File: src/rtl/npc_pkg.sv
// Shared types for the fetch next-PC generator:
// BTB entry layout and 2-bit direction counter.
package npc_pkg;

  localparam int NPC_XLEN_MAX = 32;
  localparam int NPC_TAG_W    = NPC_XLEN_MAX - 3;
  localparam int NPC_TGT_W    = NPC_XLEN_MAX - 2;

  typedef enum logic [1:0] {
    SNT = 2'b00,
    WNT = 2'b01,
    WT  = 2'b10,
    ST  = 2'b11
  } ctr_e;

  typedef struct packed {
    logic                 valid;
    logic [NPC_TAG_W-1:0] tag;
    logic [NPC_TGT_W-1:0] target;
    ctr_e                 ctr;
  } btb_entry_t;

  function automatic ctr_e sat_ctr_next(
    input ctr_e c,
    input logic taken
  );
    ctr_e n;
    case (c)
      SNT:     n = taken ? WNT : SNT;
      WNT:     n = taken ? WT  : SNT;
      WT:      n = taken ? ST  : WNT;
      ST:      n = taken ? ST  : WT;
      default: n = SNT;
    endcase
    return n;
  endfunction

endpackage

File: src/rtl/npc_predict_gen_if.sv
// Fetch/ID/EX signals seen by the next-PC generator.
// slave = the generator, master = surrounding pipeline.
interface npc_predict_gen_if #(
  parameter int XLEN = 32
);
  logic            stall_f;
  logic            id_jal_valid;
  logic [XLEN-1:0] id_jal_target;
  logic            ex_valid;
  logic [XLEN-1:0] ex_pc;
  logic            ex_taken;
  logic [XLEN-1:0] ex_target;
  logic            ex_pred_taken;
  logic [XLEN-1:0] ex_pred_target;
  logic [XLEN-1:0] pc_f;
  logic            pred_taken_f;
  logic [XLEN-1:0] pred_target_f;
  logic            flush_fd;
  logic            flush_de;
  logic [31:0]     mispred_cnt;

  modport master (
    output stall_f, id_jal_valid, id_jal_target,
    output ex_valid, ex_pc, ex_taken, ex_target,
    output ex_pred_taken, ex_pred_target,
    input  pc_f, pred_taken_f, pred_target_f,
    input  flush_fd, flush_de, mispred_cnt
  );

  modport slave (
    input  stall_f, id_jal_valid, id_jal_target,
    input  ex_valid, ex_pc, ex_taken, ex_target,
    input  ex_pred_taken, ex_pred_target,
    output pc_f, pred_taken_f, pred_target_f,
    output flush_fd, flush_de, mispred_cnt
  );
endinterface

File: src/rtl/btb_table.sv
// Direct-mapped BTB: combinational lookup, posedge update.
// Ports carry word addresses (pc[XLEN-1:2]).
module btb_table
  import npc_pkg::*;
#(
  parameter int XLEN      = 32,
  parameter int BTB_DEPTH = 16
) (
  input  logic            clk,
  input  logic            rst_n,
  input  logic [XLEN-3:0] lk_pcw,
  output logic            lk_taken,
  output logic [XLEN-1:0] lk_target,
  input  logic            up_en,
  input  logic [XLEN-3:0] up_pcw,
  input  logic            up_taken,
  input  logic [XLEN-3:0] up_target
);

  localparam int IDX = $clog2(BTB_DEPTH);

  logic [BTB_DEPTH-1:0] valid_q;
  btb_entry_t           mem [BTB_DEPTH];

  logic [IDX-1:0]       lk_idx;
  logic [IDX-1:0]       up_idx;
  logic [NPC_TAG_W-1:0] lk_tag;
  logic [NPC_TAG_W-1:0] up_tag;
  logic                 lk_hit;
  logic                 up_hit;

  assign lk_idx = lk_pcw[IDX-1:0];
  assign up_idx = up_pcw[IDX-1:0];
  assign lk_tag = NPC_TAG_W'(lk_pcw[XLEN-3:IDX]);
  assign up_tag = NPC_TAG_W'(up_pcw[XLEN-3:IDX]);

  // valid_q gates the unreset array, so X contents never leak out
  assign lk_hit = valid_q[lk_idx]
                & mem[lk_idx].valid
                & (mem[lk_idx].tag == lk_tag);
  assign up_hit = valid_q[up_idx]
                & mem[up_idx].valid
                & (mem[up_idx].tag == up_tag);

  assign lk_taken  = lk_hit & mem[lk_idx].ctr[1];
  assign lk_target = lk_taken
                   ? {mem[lk_idx].target[XLEN-3:0], 2'b00}
                   : '0;

  always_ff @(posedge clk or negedge rst_n) begin
    if (!rst_n) begin
      valid_q <= '0;
    end else if (up_en & (up_hit | up_taken)) begin
      valid_q[up_idx] <= 1'b1;
    end
  end

  always_ff @(posedge clk) begin
    if (up_en) begin
      if (up_hit) begin
        mem[up_idx].ctr <= sat_ctr_next(mem[up_idx].ctr, up_taken);
        if (up_taken) begin
          mem[up_idx].target <= NPC_TGT_W'(up_target);
        end
      end else if (up_taken) begin
        mem[up_idx] <= '{
          valid:  1'b1,
          tag:    up_tag,
          target: NPC_TGT_W'(up_target),
          ctr:    WT
        };
      end
    end
  end

endmodule

File: src/rtl/npc_predict_gen.sv
// Fetch PC register, next-PC priority mux, EX mispredict
// detection, pipeline flush requests and mispredict counter.
module npc_predict_gen
  import npc_pkg::*;
#(
  parameter int              XLEN      = 32,
  parameter logic [XLEN-1:0] RESET_PC  = '0,
  parameter int              BTB_DEPTH = 16
) (
  input logic               clk,
  input logic               rst_n,
  npc_predict_gen_if.slave  io
);

  localparam logic [XLEN-1:0] STEP  = XLEN'(4);
  localparam logic [XLEN-1:0] ALIGN = ~XLEN'(3);

  logic [XLEN-1:0] pc_q;
  logic [XLEN-1:0] next_pc;
  logic [31:0]     cnt_q;
  logic            mispredict;
  logic            jal_go;
  logic            pred_taken;
  logic [XLEN-1:0] pred_target;

  assign mispredict = io.ex_valid
    & ((io.ex_taken != io.ex_pred_taken)
     | (io.ex_taken & (io.ex_target != io.ex_pred_target)));

  assign jal_go = io.id_jal_valid & ~io.stall_f;

  btb_table #(
    .XLEN      (XLEN),
    .BTB_DEPTH (BTB_DEPTH)
  ) u_btb (
    .clk       (clk),
    .rst_n     (rst_n),
    .lk_pcw    (pc_q[XLEN-1:2]),
    .lk_taken  (pred_taken),
    .lk_target (pred_target),
    .up_en     (io.ex_valid),
    .up_pcw    (io.ex_pc[XLEN-1:2]),
    .up_taken  (io.ex_taken),
    .up_target (io.ex_target[XLEN-1:2])
  );

  // a resolved mispredict outranks a stall: the stalled slot is wrong-path
  always_comb begin
    next_pc = pc_q + STEP;
    if (mispredict) begin
      next_pc = io.ex_taken ? io.ex_target : io.ex_pc + STEP;
    end else if (jal_go) begin
      next_pc = io.id_jal_target;
    end else if (io.stall_f) begin
      next_pc = pc_q;
    end else if (pred_taken) begin
      next_pc = pred_target;
    end
  end

  always_ff @(posedge clk or negedge rst_n) begin
    if (!rst_n) begin
      pc_q  <= RESET_PC & ALIGN;
      cnt_q <= '0;
    end else begin
      pc_q <= next_pc & ALIGN;
      if (mispredict && cnt_q != '1) begin
        cnt_q <= cnt_q + 32'd1;
      end
    end
  end

  assign io.pc_f          = pc_q;
  assign io.pred_taken_f  = pred_taken;
  assign io.pred_target_f = pred_target;
  assign io.flush_de      = rst_n & mispredict;
  assign io.flush_fd      = rst_n & (mispredict | jal_go);
  assign io.mispred_cnt   = cnt_q;

endmodule
File: src/flat_wrapper.sv
// flat-port wrapper written by rule: the top's interface ports become plain ports
module npc_predict_gen_flat import npc_pkg::*;
#(
  parameter int              XLEN      = 32,
  parameter logic [XLEN-1:0] RESET_PC  = '0,
  parameter int              BTB_DEPTH = 16
)
  (clk, rst_n, io_stall_f, io_id_jal_valid, io_id_jal_target, io_ex_valid, io_ex_pc, io_ex_taken, io_ex_target, io_ex_pred_taken, io_ex_pred_target, io_pc_f, io_pred_taken_f, io_pred_target_f, io_flush_fd, io_flush_de, io_mispred_cnt);
  npc_predict_gen_if #(.XLEN(XLEN)) io_i ();
  input logic clk;
  input logic rst_n;
  input wire logic [$bits(io_i.stall_f)-1:0] io_stall_f;
  input wire logic [$bits(io_i.id_jal_valid)-1:0] io_id_jal_valid;
  input wire logic [$bits(io_i.id_jal_target)-1:0] io_id_jal_target;
  input wire logic [$bits(io_i.ex_valid)-1:0] io_ex_valid;
  input wire logic [$bits(io_i.ex_pc)-1:0] io_ex_pc;
  input wire logic [$bits(io_i.ex_taken)-1:0] io_ex_taken;
  input wire logic [$bits(io_i.ex_target)-1:0] io_ex_target;
  input wire logic [$bits(io_i.ex_pred_taken)-1:0] io_ex_pred_taken;
  input wire logic [$bits(io_i.ex_pred_target)-1:0] io_ex_pred_target;
  output wire logic [$bits(io_i.pc_f)-1:0] io_pc_f;
  output wire logic [$bits(io_i.pred_taken_f)-1:0] io_pred_taken_f;
  output wire logic [$bits(io_i.pred_target_f)-1:0] io_pred_target_f;
  output wire logic [$bits(io_i.flush_fd)-1:0] io_flush_fd;
  output wire logic [$bits(io_i.flush_de)-1:0] io_flush_de;
  output wire logic [$bits(io_i.mispred_cnt)-1:0] io_mispred_cnt;
  assign io_i.stall_f = io_stall_f;
  assign io_i.id_jal_valid = io_id_jal_valid;
  assign io_i.id_jal_target = io_id_jal_target;
  assign io_i.ex_valid = io_ex_valid;
  assign io_i.ex_pc = io_ex_pc;
  assign io_i.ex_taken = io_ex_taken;
  assign io_i.ex_target = io_ex_target;
  assign io_i.ex_pred_taken = io_ex_pred_taken;
  assign io_i.ex_pred_target = io_ex_pred_target;
  assign io_pc_f = io_i.pc_f;
  assign io_pred_taken_f = io_i.pred_taken_f;
  assign io_pred_target_f = io_i.pred_target_f;
  assign io_flush_fd = io_i.flush_fd;
  assign io_flush_de = io_i.flush_de;
  assign io_mispred_cnt = io_i.mispred_cnt;
  npc_predict_gen #(.XLEN(XLEN), .RESET_PC(RESET_PC), .BTB_DEPTH(BTB_DEPTH)) u_core (.clk(clk), .rst_n(rst_n), .io(io_i));
endmodule
File: config.mk
export PLATFORM = sky130hd
export DESIGN_NAME = npc_predict_gen_flat
export DESIGN_NICKNAME = d
export VERILOG_FILES = /design/src/rtl/npc_pkg.sv /design/src/rtl/npc_predict_gen_if.sv /design/src/rtl/btb_table.sv /design/src/rtl/npc_predict_gen.sv /design/src/flat_wrapper.sv
export SDC_FILE = /design/constraint.sdc
export NUM_CORES = 1
export LEC_CHECK = 0
export CAP_MARGIN = 20
export CORE_ASPECT_RATIO = 1.2
export CORE_MARGIN = 1
export CORE_UTILIZATION = 60
export DETAILED_ROUTE_END_ITERATION = 6
export GPL_ROUTABILITY_DRIVEN = 0
export HOLD_SLACK_MARGIN = 0.06
export MAX_ROUTING_LAYER = met4
export PLACE_DENSITY = 0.77
export SYNTH_ARGS = -nofsm -noshare
export SYNTH_HDL_FRONTEND = slang
export SYNTH_SLANG_ARGS = --single-unit
File: constraint.sdc
create_clock -name clk -period 5.87 [get_ports clk]
set_input_delay 1.761 -clock clk [delete_from_list [all_inputs] [get_ports clk]]
set_output_delay 1.761 -clock clk [all_outputs]
set_load 0.03 [all_outputs]
# After elaboration in Yosys (flattened, before gate mapping)

Memories as Yosys holds them, arrays and structs flattened.
Index checks and enable logic that the tools add are counted.

Input bits: 135
Memories kept: 1
Flip-flop bits (word level): 78
Logic and storage cells: 71
Output and inout bits: 99
Bits in writable memories: 928

Reduce and logical (&&, ||, !) cells: 3
Mux-type cells: 31
Magnitude comparators: 3
Equal/unequal tests: 9
Bitwise operators: 18
$add $sub $neg: 3

Memory list:

| memory           | depth | bits a word | read ports | clocked after memory_dff | wr ports | line            | RTL |
|---|---|---|---|---|---|---|---|
| u_core.u_btb.mem | 16    | 58          | 2          | 0                        | 1        | btb_table.sv:23 | `btb_entry_t mem [BTB_DEPTH];` |

Operator list:

| kind                                                                          | number |
|---|---|
| 32-bit 2-to-1 mux                                                             | 6 |
| 32-bit by 3-bit adder with 32-bit output (second input constant)              | 2 |
| 29-bit by 26-bit equality test with 1-bit output                              | 2 |
| 32-bit by 1-bit adder with 32-bit output (second input constant)              | 1 |
| 32-bit inequality test                                                        | 1 |
| 32-bit inequality test (second input constant)                                | 1 |
| 30-bit 2-to-1 mux                                                             | 1 |
| 16-bit OR                                                                     | 1 |
| 1-bit 2-to-1 mux                                                              | 15 |
| 4-bit by 5-bit less-than comparator with 1-bit output (second input constant) | 2 |
| 2-bit 2-to-1 mux                                                              | 5 |
| 1-bit AND                                                                     | 9 |
| 1-bit binary-select mux with 4-bit select                                     | 2 |
| 2-bit one-hot mux with 4 select lines                                         | 1 |
| 1-bit OR                                                                      | 5 |
| 1-bit demux with 4-bit select                                                 | 1 |
| 2-bit equality test (second input constant)                                   | 2 |
| 4-bit by 1-bit >= comparator with 1-bit output (second input constant)        | 1 |
| 3-bit by 1-bit inequality test with 1-bit output (second input constant)      | 1 |
| 1-bit AND (second input constant)                                             | 2 |
| 2-bit by 1-bit equality test with 1-bit output (second input constant)        | 1 |
| 1-bit logical AND                                                             | 2 |
| 2-bit logical NOT                                                             | 1 |
| 1-bit inequality test                                                         | 1 |
| 1-bit NOT                                                                     | 1 |

# Longest topological paths before layout

Gate-level depths: netlist (run 1).

Depth in word-level cells: 10
Depth in mapped cells: 16
Depth with buffers taken out: 10

# By module

Synthesis (run 1) repeated with hierarchy kept, for this count alone.

Cells, all modules: 2590
Area, all modules: 46329.4 um^2

Modules (own cells, without submodules):

| module          | times used | area an instance (um^2) | sequential area each (um^2) | cells each |
|---|---|---|---|---|
| btb_table       | 1          | 40854.2                 | 28267.1                     | 1926 |
| npc_predict_gen | 1          | 5475.3                  | 1551.5                      | 664 |

# Least setup slack after synthesis (run 1)

OpenSTA, ideal clock, no wires.

Path type: in2reg
From: input port io_ex_pc[3]
To: memory u_core.u_btb.mem[3][32] in the netlist's numbering, enable pin
Path buffers: 4
Slack: 0.159 ns
Setup time: 0.409 ns
Data required time: 5.461 ns
Data arrival time: 5.302 ns
Stages: 12
Cells stage by stage: clkbuf_1 -> buf_2 -> buf_1 -> mux4_2 -> mux4_2 -> xor2_1 -> nor3_1 -> nand4_1 -> and3_1 -> clkbuf_1 -> nand2_1 -> nor2_1

Cells in the longest elaborated chain, start to end: 7
Elaborated cells between the ends (all ways): 9
Classes of those cells: eq/ne: 1; mux: 5; bitwise: 2; memory: 1

RTL lines:

| element                                                    | line               | RTL |
|---|---|---|
| start: declaration                                         | flat_wrapper.sv:16 | `input wire logic [$bits(io_i.ex_pc)-1:0] io_ex_pc;` |
| branches (longest 7 deep; another with memory 16 x 58 bit) | -                  |  |
| end: declaration                                           | btb_table.sv:23    |  |

Parallel ways; which one is timed is not known. The select of a mux whose other input is x is not followed.

# Final worst setup path (run 1)

From: register u_core.pc_q[4] (netlist: u_core.io.pc_f[4])
To: output port io_pred_target_f[21]

Cells in the longest elaborated chain, start to end: 6
Elaborated cells between the ends (all ways): 8
Classes of those cells: eq/ne: 1; mux: 3; bitwise: 3; memory: 1

RTL lines:

| element                                                    | line                  | RTL |
|---|---|---|
| start: declaration                                         | npc_predict_gen.sv:18 | `logic [XLEN-1:0] pc_q;` |
| start signal: assignment                                   | npc_predict_gen.sv:63 | `pc_q <= RESET_PC & ALIGN;` |
| start signal: assignment                                   | npc_predict_gen.sv:66 | `pc_q <= next_pc & ALIGN;` |
| branches (longest 5 deep; another with memory 16 x 58 bit) | -                     |  |
| 32-bit 2-to-1 mux *                                        | btb_table.sv:47       | `? {mem[lk_idx].target[XLEN-3:0], 2'b00}` |
| end: declaration                                           | flat_wrapper.sv:23    | `output wire logic [$bits(io_i.pred_target_f)-1:0] io_pred_target_f;` |

Every way passes the cells marked *. The select of a mux whose other input is x is not followed.

==> load_flow_metrics.sql, run 1 <==
INSERT INTO impl_metrics (metric_group, metric, value, unit) VALUES
('outcome', 'outcome', 'finished with violations', ''),
('outcome', 'violations', 'DRC, setup timing', ''),
('layout', 'layout.core_utilization', '0.738', ''),
('global_routing', 'grt_usage', '0.398', ''),
('setup_path', 'crit_buf_inv', '5', ''),
('setup_path', 'critPathMaxFanout', '16', ''),
('place', 'post-dp-hpwl', '93200', 'um'),
('sta', 'finalHoldViolCount', '0', ''),
('die', 'number_of_top_level_pins', '234', ''),
('clock_tree', 'cts.reportedPaths.clkPinSlew', '0.07', 'ns'),
('clock_tree', 'tritoncts_num_sinks', '1006', ''),
('pwr', 'vdd_ir_drop_max', '0.344', 'mV'),
('clock_tree', 'clkLatencyLatePin', '0.69', 'ns'),
('setup_path', 'crit_path_end_kind', 'output pin', ''),
('place', 'placement.io_buffers', '225', ''),
('die', 'placeableCoreArea', '75400', 'um2'),
('routing', 'totalWireLength', '146000', 'um'),
('die', 'initial_utilization', '0.609', ''),
('layout', 'num-nets-final', '3146', ''),
('yosys', 'synth.top_cells.by_area', 'sky130_fd_sc_hd__edfxtp_1 61%, sky130_fd_sc_hd__mux4_2 18%, sky130_fd_sc_hd__dfrtp_1 4.3%, sky130_fd_sc_hd__mux2i_1 2.0%, sky130_fd_sc_hd__xnor2_1 1.9%', ''),
('sta', 'max-slew-margin-rel', '0.328', ''),
('global_routing', 'wire_length_of_the_first_global_routing_pass', '209000', 'um'),
('yosys', 'yosysTopAreaCellShare', '0.607', ''),
('sta', 'period_needed', '6.23', 'ns'),
('global_routing', 'maximum_number_of_pins_on_one_net_before_global_route_repair', '70', ''),
('routing', 'residual_drc_count', '121', ''),
('yosys', 'ys_ff_latch', '1006', ''),
('sta', 'final_critical_path_share_of_the_clock_period', '1.06', ''),
('yosys', 'yosysUniqueCellTypes', '78', ''),
('yosys', 'netlist_area', '45900', 'um2'),
('sta', 'whs', '0.505', 'ns'),
('sta', 'grt_setup_unrepaired', 'true', ''),
('yosys', 'primary_ff_master_synth', 'sky130_fd_sc_hd__edfxtp_1', ''),
('yosys', 'synthCells', '2533', ''),
('global_routing', 'vias_in_the_first_global_route', '30100', ''),
('setup_path', 'crit_path_start_kind', 'register', ''),
('die', 'dieHeight', '305', 'um'),
('routing', 'first_iteration_detailed_routing_drc_count', '4778', ''),
('setup_path', 'critPathArrivalTime', '4.47', 'ns'),
('die', 'placementRows', '110', ''),
('place', 'post-place-ws', '-0.441', 'ns'),
('setup_path', 'cp_required', '4.11', 'ns'),
('clock_tree', 'clockRootBuffer', 'sky130_fd_sc_hd__clkbuf_16', ''),
('pwr', 'pwr_density_cell', '315', 'nW/um2'),
('layout', 'drive_above_1_share', '0.316', ''),
('clock_tree', 'cts.htree.levels', '3', ''),
('setup_path', 'worst_path_largest_cell_delay', '0.58', 'ns'),
('yosys', 'synth_top_cells_by_count', '928 x sky130_fd_sc_hd__edfxtp_1, 370 x sky130_fd_sc_hd__mux4_2, 104 x sky130_fd_sc_hd__nor2_1', ''),
('setup_path', 'critPathSlowestCell', 'sky130_fd_sc_hd__or4_4', ''),
('sta', 'maxClockFrequency', '0.161', 'GHz'),
('die', 'floorplan.die_area', '77600', 'um2'),
('setup_path', 'path_delay_family', 'simple AND/OR/NAND/NOR gates', ''),
('sta', 'postLayoutSetupSlackWorst', '-0.358', 'ns'),
('global_routing', 'grt_overflow_total', '0', ''),
('sta', 'timing.clock.skew', '0.0375', 'ns'),
('yosys', 'synth-edff-count', '928', ''),
('yosys', 'synthMostInstantiatedCell', 'sky130_fd_sc_hd__edfxtp_1', ''),
('sta', 'setup_viol', '31', ''),
('clock_tree', 'cts_buffer_depth', '3', ''),
('yosys', 'async_flop_share', '0.0775', ''),
('setup_path', 'critical_setup_path_class', 'reg2out', ''),
('sta', 'worst_slew_pin_slew', '1.01', 'ns'),
('routing', 'route.detailed.wl_per_inst', '35.7', 'um'),
('yosys', 'yosysWarningCount', '0', ''),
('yosys', 'synth_seq_area_share', '0.649', ''),
('die', 'die-width', '255', 'um'),
('routing', 'number_of_antenna_violating_nets_in_the_routed_design', '0', ''),
('min_path', 'holdCritPathClass', 'reg2reg', ''),
('global_routing', 'grt_antenna_before_repair', '4', ''),
('routing', 'drt_first_pass_iters', '7', ''),
('job', 'number_of_max_capacitance_violations_reported', '0', '');
==> final timing paths <==
path / slack (ns) / depth (start not counted) / to / from
max: -0.36 / 13 / io_pred_target_f[21] / u_core.io.pc_f[4]
min: 0.51 / 1 / u_core.u_btb.valid_q[2] / u_core.u_btb.valid_q[2]
max reg2reg: 1.26 / 16 / u_core.io.pc_f[13] / u_core.io.pc_f[4]
min reg2reg: 0.51 / 1 / u_core.u_btb.valid_q[2] / u_core.u_btb.valid_q[2]
max in group asynchronous: 3.49 / 2 / u_core.io.pc_f[2] / rst_n
min in group asynchronous: 0.97 / 1 / u_core.io.mispred_cnt[0] / rst_n
==> logic make-up after synthesis <==
logic type,Yosys count,share of synthesized area
buf+inv,195,0.0217
xor+xnor,165,0.0316
flops,1006,0.649
compound gates,214,0.0330
other cells,1,0.0000817
mux,484,0.211
fa+ha+maj,6,0.00164
simple gates,462,0.0515
==> per-layer routing <==
layer | global-route usage | vias up | share of wire
met5 | - | - | 0
met4 | 0.239 | 0 | 0.071
met3 | 0.119 | 654 | 0.14
met2 | 0.596 | 2675 | 0.47
met1 | 0.477 | 14900 | 0.32
li1 | - | 11400 | -
==> metrics by stage <==
step	area (um2)	TNS, ns	cells
floorplan	45900	0	2536
global placement	51600	-0.981	3867
detailed placement	51600	-0.846	3867
CTS	55400	-4.86	4074
global route	55700	-8.46	4099
finish	55700	-8.43	4099
==> power by group <==
group / switching (mW) / internal [mW]
registers: 0.203 / 7.99
logic: 1.83 / 1.50
clock network: 2.71 / 3.30
==> repair_timing <==
action | 4_1_cts | 5_1_grt
hold buffers | 0 | 0
pin swaps | 10 | 18
buffers inserted | 22 | 22
setup endpoints to repair | 33 | 33
gates cloned | 6 | 1
resized for setup | 110 | 44
==> flip-flops by register name, summed over array words and instances, names as in the netlist <==
signal	cells
u_core.u_btb.mem	928
u_core.io.mispred_cnt	32
u_core.u_btb.valid_q	16
u_core.io.pc_f	30
==> cell type report <==
| class | instances | area (um2) |
|---|---|---|
| multi-input combinational | 1335 | 15700 |
| inverter | 35 | 139 |
| clock inverter | 63 | 447 |
| fill | 4309 | 19700 |
| sequential | 1006 | 29800 |
| tap | 1008 | 1260 |
| timing repair buffer | 531 | 5720 |
| clock buffer | 116 | 2570 |
| antenna | 5 | 12.5 |
==> cell usage in the layout (no fill, tap or decap), types with 14 or more instances in the layout <==
cell type	n
sky130_fd_sc_hd__nand3_1	45
sky130_fd_sc_hd__clkbuf_16	101
sky130_fd_sc_hd__buf_6	23
sky130_fd_sc_hd__nor2_1	70
sky130_fd_sc_hd__o21ai_0	26
sky130_fd_sc_hd__a21oi_1	38
sky130_fd_sc_hd__dfrtp_1	74
sky130_fd_sc_hd__clkbuf_1	15
sky130_fd_sc_hd__xor2_1	64
sky130_fd_sc_hd__a22oi_1	22
sky130_fd_sc_hd__nor2b_4	30
sky130_fd_sc_hd__o22ai_1	14
sky130_fd_sc_hd__buf_12	79
sky130_fd_sc_hd__clkdlybuf4s50_1	186
sky130_fd_sc_hd__clkinv_2	18
sky130_fd_sc_hd__edfxtp_1	928
sky130_fd_sc_hd__nand4_1	35
sky130_fd_sc_hd__nor2_4	33
sky130_fd_sc_hd__nand2_1	98
sky130_fd_sc_hd__inv_1	31
sky130_fd_sc_hd__nor4_1	20
sky130_fd_sc_hd__and3_1	33
sky130_fd_sc_hd__mux4_2	376
sky130_fd_sc_hd__mux2i_1	90
sky130_fd_sc_hd__xnor2_1	100
sky130_fd_sc_hd__nor3_1	22
sky130_fd_sc_hd__buf_4	226
sky130_fd_sc_hd__clkinv_1	32
Note: power is estimated with default switching activity, not from simulation.
==> inputs of run 2 (changes only) <==
--- a/config.mk
+++ b/config.mk
@@ -14,6 +14,7 @@
 export HOLD_SLACK_MARGIN = 0.06
 export MAX_ROUTING_LAYER = met4
 export PLACE_DENSITY = 0.77
+export REMOVE_ABC_BUFFERS = 1
 export SYNTH_ARGS = -nofsm -noshare
 export SYNTH_HDL_FRONTEND = slang
 export SYNTH_SLANG_ARGS = --single-unit
==> run 2 against run 1 <==
Against the previous run:
- the run still ends with DRC, setup timing left
- count of clock-buffer cells in the layout unchanged
- flip-flop and latch count unchanged
- largest cell class unchanged
- critical endpoint is now io_pred_target_f[19]
- sequential share of layout area increased by 0.22 points
- highest routed layer unchanged
- first-iteration DRC count decreased by 1.7%
==> load_flow_metrics.sql, run 2 (synthesized netlist as in run 1, its figures left out) <==
INSERT INTO impl_metrics (metric_group, metric, value, unit) VALUES
('outcome', 'outcome', 'finished with violations', ''),
('sta', 'timing.final.max_slew_violations', '0', ''),
('place', 'post-dp-hpwl', '91800', 'um'),
('die', 'placementRows', '110', ''),
('global_routing', 'vias_in_the_first_global_route', '29200', ''),
('pwr', 'share_comb_of_total_power', '0.185', ''),
('outcome', 'violations', 'DRC, setup timing', ''),
('routing', 'drt_first_pass_iters', '7', ''),
('routing', 'first_iteration_detailed_routing_drc_count', '4697', ''),
('routing', 'detailroute.wirelength.met3', '17300', 'um'),
('layout', 'num-nets-final', '3116', ''),
('sta', 'final_critical_path_share_of_the_clock_period', '1.02', ''),
('pwr', 'intPower', '12.9', 'mW'),
('layout', 'area_growth_syn_to_layout', '20.8', '%'),
('setup_path', 'worst_path_largest_cell_delay', '0.59', 'ns'),
('global_routing', 'grt_usage', '0.385', ''),
('die', 'floorplan.die_area', '77600', 'um2'),
('routing', 'vias', '29100', ''),
('setup_path', 'crit_path_end_kind', 'output pin', ''),
('clock_tree', 'clockRootBuffer', 'sky130_fd_sc_hd__clkbuf_16', ''),
('routing', 'vias_per_cell', '7.16', ''),
('setup_path', 'crit_path_start_kind', 'register', ''),
('sta', 'timing.clock.skew', '0.0374', 'ns'),
('die', 'number_of_top_level_pins', '234', ''),
('sta', 'setup_viol', '31', ''),
('die', 'placeableCoreArea', '75400', 'um2'),
('pwr', 'clkPwrFrac', '0.351', ''),
('sta', 'maxClockFrequency', '0.166', 'GHz'),
('layout', 'flip_flop_count_of_the_largest_register_all_copies_and_words_added', '928', ''),
('setup_path', 'path_delay_family', 'buffers and inverters', ''),
('routing', 'met2WireLength', '68900', 'um'),
('sta', 'period_needed', '6.01', 'ns'),
('global_routing', 'wire_length_of_the_first_global_routing_pass', '202000', 'um'),
('place', 'detailed_place.area', '51600', 'um2'),
('global_routing', 'maximum_number_of_pins_on_one_net_before_global_route_repair', '65', ''),
('die', 'initial_utilization', '0.609', ''),
('setup_path', 'critPathSlowestCell', 'sky130_fd_sc_hd__dfrtp_4', ''),
('routing', 'totalWireLength', '143000', 'um'),
('sta', 'postLayoutSetupSlackWorst', '-0.144', 'ns'),
('clock_tree', 'cts_bufs_inserted', '96', ''),
('place', 'placement.io_buffers', '225', ''),
('pwr', 'pwr_density_cell', '319', 'nW/um2'),
('die', 'die-width', '255', 'um'),
('pwr', 'switching_power', '4.79', 'mW'),
('layout', 'mostFrequentLayoutCells', '928 x sky130_fd_sc_hd__edfxtp_1, 374 x sky130_fd_sc_hd__mux4_2, 209 x sky130_fd_sc_hd__buf_4, 175 x sky130_fd_sc_hd__clkdlybuf4s50_1, 100 x sky130_fd_sc_hd__xnor2_1', ''),
('setup_path', 'critical_setup_path_class', 'reg2out', ''),
('layout', 'final_common_cell', 'sky130_fd_sc_hd__edfxtp_1', ''),
('routing', 'number_of_antenna_violating_nets_in_the_routed_design', '0', ''),
('pwr', 'seqPwrFrac', '0.464', ''),
('routing', 'met1_length', '47600', 'um'),
('layout', 'final_design_area_no_fill', '55500', 'um2'),
('sta', 'max-slew-margin-rel', '0.287', ''),
('sta', 'grt_setup_unrepaired', 'true', ''),
('clock_tree', 'cts.reportedPaths.clkPinSlew', '0.06', 'ns'),
('setup_path', 'cp_required', '4.11', 'ns'),
('pwr', 'vdd_ir_drop_max', '0.271', 'mV'),
('routing', 'residual_drc_count', '18', ''),
('layout', 'largest_register', 'u_core.u_btb.mem', ''),
('min_path', 'holdCritPathClass', 'reg2reg', ''),
('setup_path', 'critPathMaxFanout', '36', ''),
('routing', 'route.detailed.wl_per_inst', '35.2', 'um'),
('clock_tree', 'tritoncts', 'yes', ''),
('layout', 'drive_above_1_share', '0.312', ''),
('clock_tree', 'cts_buffer_depth', '3', ''),
('setup_path', 'critical_path.cell_chain', 'buf_6, buf_8, mux4_2, mux2i_1, xnor2_1, o31ai_1, and4_1, nand3_4, buf_4, nor2b_2, buf_12', ''),
('job', 'number_of_max_capacitance_violations_reported', '0', ''),
('die', 'dieHeight', '305', 'um'),
('setup_path', 'critPathArrivalTime', '4.25', 'ns'),
('sta', 'finalHoldViolCount', '0', ''),
('global_routing', 'grt_antenna_before_repair', '6', ''),
('clock_tree', 'cts.htree.levels', '3', ''),
('pwr', 'p_leak', '18.6', 'nW'),
('clock_tree', 'clkLatencyLatePin', '0.70', 'ns'),
('global_routing', 'grt_overflow_total', '0', ''),
('routing', 'highest-signal-layer', 'met4', ''),
('clock_tree', 'cts-hold-fix-buffers', '0', ''),
('setup_path', 'crit_buf_inv', '4', ''),
('pwr', 'netSwitchingFraction', '0.271', ''),
('sta', 'fin_tns_setup', '-3.00', 'ns'),
('sta', 'worst_slew_pin_slew', '1.06', 'ns'),
('clock_tree', 'tritoncts_num_sinks', '1006', '');
-- run 2: layout make-up --
cell class | count | area [um2]
clock buffers | 116 | 2480
repair buffers | 501 | 5460
fillers | 4374 | 20000
flip-flops and latches | 1006 | 29800
well taps | 1008 | 1260
multi-input cells | 1335 | 15600
inverters | 35 | 134
diodes | 4 | 10.0
clock inverters | 64 | 646
-- run 2: timing repair --
action | 4_1_cts | 5_1_grt
setup buffers | 9 | 20
cloned | 1 | 2
resized for setup | 63 | 58
endpoints found under the setup margin | 33 | 32
pin swaps | 7 | 11
-- run 2: path summary, 6_finish.rpt --
kind | startpoint | endpoint | slack [ns] | depth (start not counted)
worst max-delay path | u_core.io.pc_f[3] | io_pred_target_f[19] | -0.14 | 11
worst min-delay path | u_core.io.mispred_cnt[22] | u_core.io.mispred_cnt[22] | 0.49 | 1
worst max register to register | u_core.io.pc_f[3] | u_core.io.pc_f[4] | 0.99 | 10
worst min register to register | u_core.io.mispred_cnt[22] | u_core.io.mispred_cnt[22] | 0.49 | 1
max in group asynchronous | rst_n | u_core.io.pc_f[2] | 4.01 | 2
min in group asynchronous | rst_n | u_core.u_btb.valid_q[12] | 0.95 | 1
-- run 2: power groups by stage --
stage / clock network [mW] / registers, mW / logic, mW
after floorplan: 0 / 8.54 / 1.78
after global placement: 0 / 8.33 / 2.94
after detailed placement: 0 / 8.35 / 2.99
after CTS: 6.23 / 8.18 / 3.14
after global routing: 6.49 / 8.20 / 3.36
final: 6.22 / 8.20 / 3.27
-- run 2: stage by stage --
step	setup WS [ns]	hold slack, ns	util	power (mW)	instances
finish	-0.144	0.493	0.735	17.7	4069
global route	-0.167	0.513	0.735	18.1	4069
CTS	-0.0474	0.491	0.730	17.5	4044
detailed placement	-0.197	0.480	0.684	11.3	3854
global placement	-0.281	0.468	0.684	11.3	3854
floorplan	-8.24	0.451	-	10.3	2376
-- run 2: routing by layer --
metal | vias to the layer above | global-route usage
met2 | 2489 | 0.584
met3 | 565 | 0.0836
met1 | 14800 | 0.485
met5 | - | -
li1 | 11300 | -
met4 | 0 | 0.212
